**config.mk**
```make
export PLATFORM = sky130hd
export DESIGN_NAME = uart_send
export DESIGN_NICKNAME = d
export VERILOG_FILES = /design/src/rtl/uart_send.sv
export SDC_FILE = /design/constraint.sdc
export NUM_CORES = 1
export LEC_CHECK = 0
export ABC_AREA = 1
export CAP_MARGIN = 20
export CORE_MARGIN = 5
export CORE_UTILIZATION = 30
export CTS_BUF_LIST = sky130_fd_sc_hd__clkbuf_4
export CTS_CLUSTER_SIZE = 10
export DETAILED_ROUTE_END_ITERATION = 8
export PLACE_DENSITY = 0.58
export SYNTH_ARGS = -nofsm -noshare
export SYNTH_HDL_FRONTEND = slang
export SYNTH_SLANG_ARGS = --single-unit
```
**constraint.sdc**
```tcl
create_clock -name sys_clk -period 4 [get_ports sys_clk]
set_clock_uncertainty 0.05 [all_clocks]
set_input_delay 0.8 -clock sys_clk [delete_from_list [all_inputs] [get_ports sys_clk]]
set_output_delay 0.8 -clock sys_clk [all_outputs]
set_load 0.02 [all_outputs]
```
**src/rtl/uart_send.sv**
```systemverilog
// ---------------------------------------------------------------------------
// uart_send
//
// UART transmitter. Serialises one byte per request onto txd, LSB first.
// The default frame is 8N1: start bit, eight data bits, one stop bit.
//
// Optional feature (compile-time macro UART_TX_PARITY_EN):
//   When the macro is defined, a parity bit is sent between the last data bit
//   and the stop bit. Its value is (^data) ^ PARITY_ODD, so PARITY_ODD=0 gives
//   even parity and PARITY_ODD=1 gives odd parity. The frame is then 11 bits.
//   When the macro is not defined, the parity state and parity logic are absent.
//
// Parameters:
//   CLK_FREQ   - sys_clk frequency in Hz
//   UART_BPS   - baud rate; BPS_CNT = CLK_FREQ/UART_BPS clocks per bit (>= 4)
//   PARITY_ODD - parity sense (0 even, 1 odd); only used with UART_TX_PARITY_EN
//
// Ports:
//   sys_clk   in   system clock, rising edge
//   sys_rst   in   asynchronous active-high reset
//   sent_en   in   send request; only its rising edge starts a frame
//   send_data in   byte to send, captured when the frame starts
//   tx_busy   out  high while a frame is in flight
//   tx_done   out  one-cycle pulse after the last stop-bit clock
//   txd       out  serial line, idles high
// ---------------------------------------------------------------------------
module uart_send #(
    parameter int CLK_FREQ   = 50_000_000,
    parameter int UART_BPS   = 115200,
    parameter int PARITY_ODD = 0
) (
    input  logic       sys_clk,
    input  logic       sys_rst,
    input  logic       sent_en,
    input  logic [7:0] send_data,
    output logic       tx_busy,
    output logic       tx_done,
    output logic       txd
);

    localparam int BPS_CNT = CLK_FREQ / UART_BPS;
    localparam int CNT_W   = $clog2(BPS_CNT);
    localparam logic [CNT_W-1:0] CNT_MAX = CNT_W'(BPS_CNT - 1);
    localparam logic [CNT_W-1:0] CNT_ONE = CNT_W'(1);

    // Elaboration-time guard against bit periods too short for the counter
    // and against a parity sense other than 0/1.
    generate
        if (BPS_CNT < 4 || PARITY_ODD < 0 || PARITY_ODD > 1) begin : g_param_check
            $error("uart_send: BPS_CNT must be >= 4 and PARITY_ODD must be 0 or 1");
        end
    endgenerate

    typedef enum logic [2:0] {
        ST_IDLE,
        ST_START,
        ST_DATA,
`ifdef UART_TX_PARITY_EN
        ST_PARITY,
`endif
        ST_STOP
    } state_t;

    state_t           state_reg, state_next;
    logic [CNT_W-1:0] cnt_reg,   cnt_next;
    logic [2:0]       bit_reg,   bit_next;
    logic [7:0]       data_reg,  data_next;
    logic             txd_reg,   txd_next;
    logic             busy_reg,  busy_next;
    logic             done_reg,  done_next;
    logic             en_d0_reg, en_d1_reg;
    logic             en_flag;
    logic             cnt_last;

    // Two-stage request registers: a start is only recognised on a 0->1
    // transition, so a level held high sends exactly one frame.
    assign en_flag  = en_d0_reg & ~en_d1_reg;
    assign cnt_last = (cnt_reg == CNT_MAX);

    always_ff @(posedge sys_clk or posedge sys_rst) begin
        if (sys_rst) begin
            state_reg <= ST_IDLE;
            cnt_reg   <= '0;
            bit_reg   <= '0;
            data_reg  <= '0;
            txd_reg   <= 1'b1;
            busy_reg  <= 1'b0;
            done_reg  <= 1'b0;
            en_d0_reg <= 1'b0;
            en_d1_reg <= 1'b0;
        end else begin
            state_reg <= state_next;
            cnt_reg   <= cnt_next;
            bit_reg   <= bit_next;
            data_reg  <= data_next;
            txd_reg   <= txd_next;
            busy_reg  <= busy_next;
            done_reg  <= done_next;
            en_d0_reg <= sent_en;
            en_d1_reg <= en_d0_reg;
        end
    end

    always_comb begin
        state_next = state_reg;
        cnt_next   = cnt_reg;
        bit_next   = bit_reg;
        data_next  = data_reg;
        txd_next   = txd_reg;
        busy_next  = busy_reg;
        done_next  = 1'b0;

        // The bit-period counter runs in every active state; each state only
        // acts on the final count of its bit.
        if (state_reg != ST_IDLE && !cnt_last) begin
            cnt_next = cnt_reg + CNT_ONE;
        end

        case (state_reg)
            ST_IDLE: begin
                // Requests are only honoured here, so a request during a
                // frame (including its final stop cycle) is dropped.
                if (en_flag) begin
                    data_next  = send_data;
                    busy_next  = 1'b1;
                    txd_next   = 1'b0;
                    cnt_next   = '0;
                    bit_next   = '0;
                    state_next = ST_START;
                end
            end
            ST_START: begin
                if (cnt_last) begin
                    cnt_next   = '0;
                    bit_next   = '0;
                    txd_next   = data_reg[0];
                    state_next = ST_DATA;
                end
            end
            ST_DATA: begin
                if (cnt_last) begin
                    cnt_next = '0;
                    if (bit_reg == 3'd7) begin
`ifdef UART_TX_PARITY_EN
                        txd_next   = (^data_reg) ^ 1'(PARITY_ODD);
                        state_next = ST_PARITY;
`else
                        txd_next   = 1'b1;
                        state_next = ST_STOP;
`endif
                    end else begin
                        bit_next = bit_reg + 3'd1;
                        txd_next = data_reg[bit_reg + 3'd1];
                    end
                end
            end
`ifdef UART_TX_PARITY_EN
            ST_PARITY: begin
                if (cnt_last) begin
                    cnt_next   = '0;
                    txd_next   = 1'b1;
                    state_next = ST_STOP;
                end
            end
`endif
            ST_STOP: begin
                if (cnt_last) begin
                    cnt_next   = '0;
                    txd_next   = 1'b1;
                    busy_next  = 1'b0;
                    done_next  = 1'b1;
                    state_next = ST_IDLE;
                end
            end
            default: begin
                cnt_next   = '0;
                txd_next   = 1'b1;
                busy_next  = 1'b0;
                state_next = ST_IDLE;
            end
        endcase
    end

    assign txd     = txd_reg;
    assign tx_busy = busy_reg;
    assign tx_done = done_reg;

endmodule

```
* Word-level counts from Yosys, hierarchy flattened
Cells that the tools add are included.
W data, S select, Z words.
** Operators by class
- Add/sub/neg operators :: 2
- Order comparisons :: 1
- Eq/ne operators :: 11
- Mux-type cells :: 27
- Bitwise gates (word level) :: 3
- Reductions and logical operators :: 12
** Operator list (count)
- $mux W9 :: 3
- $mux W3 :: 8
- $pmux W9 S2 :: 1
- $ne A2 B2 Y1 const B :: 6
- $pmux W3 S4 :: 1
- $mux W1 :: 10
- $reduce_and A5 Y1 :: 2
- $add A9 B1 Y9 const B :: 1
- $eq A9 B9 Y1 const B :: 1
- $pmux W3 S3 :: 1
- $eq A3 B2 Y1 const B :: 2
- $reduce_bool A3 Y1 :: 2
- $lt A3 B4 Y1 const B :: 1
- $pmux W1 S4 :: 1
- $reduce_and A4 Y1 :: 1
- $add A3 B1 Y3 const B :: 1
- $bmux W1 S3 :: 1
- $eq A3 B1 Y1 const B :: 1
- $eq A3 B3 Y1 const B :: 1
- $logic_not A3 Y1 :: 1
- $pmux W1 S3 :: 1
- $reduce_and A3 Y1 :: 1
- $reduce_or A3 Y1 :: 1
- $not A1 Y1 :: 2
- other kinds (5) :: 5
** Word-level totals
- Flip-flop bits (word level) :: 28
- Input bits :: 11
- Output and inout bits :: 3

* Longest topological paths before layout
- Word-level depth :: 6
- Mapped depth :: 10
- Depth with buffers taken out :: 10

* Least setup slack after synthesis
OpenSTA, ideal clock, no wires.
- Path type :: reg-to-reg
- Start point :: register state_reg[0]
- End point :: register cnt_reg[3]
- Arrival time :: 1.284 ns
- Data required time :: 3.873 ns
- Path slack :: 2.588 ns
- Cell stages (with the launch flop) :: 9
- Buffers on the path :: 0
- Period minus slack after synthesis :: 1.412 ns
- Cells stage by stage :: dfrtp_1 inv_1 ha_1 inv_2 nor2_2 inv_2 nand2_1 inv_2 a21oi_1
** Between the ends
- Cells in the longest elaborated chain, start to end :: 5
- Elaborated cells between the ends (all ways) :: 11
- Classes of those cells :: eq/ne: 3; mux: 4; reduce/logical: 4
** Ends and longest elaborated chain
- from (decl) :: RTL line 64 : state_t state_reg, state_next;
- from (signal assigned) :: RTL line 92 : state_reg <= state_next;
- $reduce_bool A3 Y1 :: RTL line 115 : if (state_reg != ST_IDLE && !cnt_last) begin
- $logic_and A1 B1 Y1 :: RTL line 115
- $mux W9 :: RTL line 115
- $mux W9, on equally long branches
- $pmux W9 S2 (*) :: RTL line 119 : case (state_reg)
- net cnt_next[3] :: RTL line 65 : logic [CNT_W-1:0] cnt_reg, cnt_next;
- to (signal assigned) :: RTL line 93 : cnt_reg <= cnt_next;
- to (decl) :: RTL line 65
The timed path passes the listed nets; every way through them passes the cells marked *.
A chain may end at the register's enable or synchronous reset.

* Final worst setup path
- Start point :: register txd_reg (netlist: txd)
- End point :: output port txd
** RTL lines
- from (decl) :: RTL line 68 : logic txd_reg, txd_next;
- from (signal assigned) :: RTL line 96 : txd_reg <= txd_next;
- to (decl) :: RTL line 38 : output logic txd
No word-level cell between the ends.

==> metrics <==
#FFs+latches synth=27; Fin Setup TNS=0 ns; Buf+Inv Stages, Crit Path=1; CP required=3.15 ns; fmax=429 MHz; number of global-route vias before repair=1170; CTS Buf Count=3; flip-flop count of the largest register after layout=9; largest net degree at the start of global routing=28; row cnt=26; GPL Wtd Cong=0.862; total number of vias=1184; max_slew headroom=79.9%; All-Layer GR Usage=9.79%; Power, Total=1.16 mW; Int Pwr=651 µW; peak supply drop=0.244 mV; Final Critical Period=2.33 ns; number of distinct library cells after synthesis=26; # Post-CTS Setup Buffers=0; final period utilization=58.2%; power share of the clock group=11.2%; per-cell routed wire length=9.82 µm; Clock Root Buffer=clkbuf_4; core area=0.00504 mm²; MaxCap Viol Count=0; Post-Synthesis Cell Area=0.00153 mm²; Final HPWL DP=2.06 mm; Crit. End Element=output port; DRC=0; total wire length=2.70 mm; clock network latency to the later pin of the worst-skew pair=0.33 ns; FF+latch area=677 µm²; ranking of synthesized cells by area=dfrtp_1 43%, nand2_1 13%, ha_1 7.4%; RSZ-0062 raised after global routing=no; Worst Hold Class=reg2reg; Top delay family on crit path=buffers and inverters; DR pass1 iterations=4; P_leak=0.901 nW; CP arrival=1.48 ns; Net Sw Frac=43.8%; status=finished clean; Final setup viols=0; crit-path cells=clkdlybuf4s50_1; die width=81.4 µm; Ys Warns=0; Crit path largest cell delay=0.59 ns; n_diodes=0; post-synthesis sequential area ratio=44.3%; Seq pwr share=39.1%; critical path class=reg2out; # nets final=226; global-route wire length before repair=5.08 mm; full die area=0.00662 mm²; post-layout util=35.7%; Port-buffer cells=13; fraction of layout cells with a size suffix above 1=13.7%; Sw Pwr=508 µW; Sink Count=27; multi-input logic area=737 µm²; total gr overflow=0; pwr/cell area=645 mW/mm²; die height=81.4 µm; Fin. Hold Viols=0; Mapped Cells=188; Crit Path Max Fanout=2; CTS tree=yes; Synth top area share=42.6%; Synth Net Count=208; post-CTS sizing=0; CP max-delay cell=clkdlybuf4s50_1; cell taking the most area after synthesis=dfrtp_1; Mean Syn Cell Area=8.13 µm²; Gate power share=49.7%; H-tree depth=1; drt via density=4.31; # IOs=14; Starting Density=30.3%; initial antenna violation count=0; Worst-Margin Slew=0.302 ns; ANT nets after route=0; hold buffers post-CTS=0; Clk pin slew, worst setup/hold paths=0.15 ns; Area Overhead vs Synth=17.7%; Critical Path Source Type=flip-flop; # fillers=519; DRT iter0 DRCs=52; max-slew violations=0; Clock Tree Buf Depth=2
-- layout by cell type, fill, tap and decap left out, types with 2 or more instances in the layout --
cell type / Yosys / final
a21oi_1: 5 / 5
clkbuf_4: 0 / 4
clkdlybuf4s50_1: 0 / 13
dfrtp_1: 26 / 26
ha_1: 9 / 9
inv_1: 22 / 22
inv_2: 7 / 7
mux2_2: 5 / 5
nand2_1: 51 / 51
nand2_2: 3 / 3
nand2_4: 2 / 2
nand3_1: 10 / 10
nand4_1: 6 / 6
nor2_1: 19 / 19
nor2_2: 2 / 2
o21ai_0: 2 / 2
o21ai_1: 6 / 6
xor2_1: 3 / 3
-- power by group through the flow --
stage                     sequential [mW]  combinational (mW)  clock, mW
after detailed placement            0.462               0.579          0
after global placement              0.460               0.573          0
final                               0.453               0.577      0.129
after floorplan                     0.449               0.454          0
after CTS                           0.455               0.582      0.136
after global routing                0.471               0.675      0.150
-- stage by stage --
stage | setup WS [ns] | cell area [µm²] | cells | hold slack, ns
final | 1.67 | 1800 | 275 | 0.342
after global placement | 1.85 | 1740 | 270 | 0.310
after global routing | 1.62 | 1800 | 275 | 0.376
after detailed placement | 1.84 | 1740 | 270 | 0.313
after CTS | 1.65 | 1770 | 274 | 0.347
after floorplan | 2.59 | 1530 | 188 | 0.304
-- synthesized netlist by cell type --
cell type and n:
nand2_1 51, dfrtp_1 26, inv_1 22, nor2_1 19, nand3_1 10, ha_1 9, inv_2 7, nand4_1 6
o21ai_1 6, a21oi_1 5, mux2_2 5, nand2_2 3, xor2_1 3, nand2_4 2, nor2_2 2, o21ai_0 2
a211oi_1 1, a21oi_4 1, buf_2 1, dfstp_2 1, mux2_1 1, nand3b_1 1, nor2_4 1, nor3_1 1
o211ai_1 1, or2_2 1
-- cells by family (layout without fill, tap and decap cells) --
family	count (synthesis)	count (layout)	share of synthesized area, %
compound gates	16	16	6.31
xor+xnor	3	3	1.72
fa+ha+maj	9	9	7.37
buf+inv	30	47	7.45
flops	27	27	44.3
mux	6	6	4.42
simple gates	97	97	28.4
-- layer usage --
layer	up-vias	routed length, µm	GRT usage (%)
met1	535	1360	12.5
li1	630	-	-
met3	5	78	1.77
met2	14	1200	15.8
met5	-	0	0
met4	0	59	4.73
-- layout make-up --
| type | instances | share of cell area (%) |
|---|---|---|
| clock buffer | 4 | 1.67 |
| inverter | 29 | 6.05 |
| multi-input combinational | 131 | 41.0 |
| sequential | 27 | 37.6 |
| tap | 70 | 4.87 |
| timing repair buffer | 14 | 8.77 |
-- worst paths after layout --
kind	startpoint	end	slack, ns	depth (start not counted)
max	txd$_DFFE_PP1P_	txd	1.67	1
min reg2reg	en_d0_reg$_DFF_PP0_	en_d1_reg$_DFF_PP0_	0.34	0
max in group asynchronous	sys_rst	txd$_DFFE_PP1P_	2.79	3
min in group asynchronous	sys_rst	cnt_reg[5]$_DFF_PP0_	0.63	2
min	en_d0_reg$_DFF_PP0_	en_d1_reg$_DFF_PP0_	0.34	0
max reg2reg	bit_reg[0]$_DFFE_PP0P_	txd$_DFFE_PP1P_	2.32	8
No activity file was read; power rests on OpenSTA's default activity.
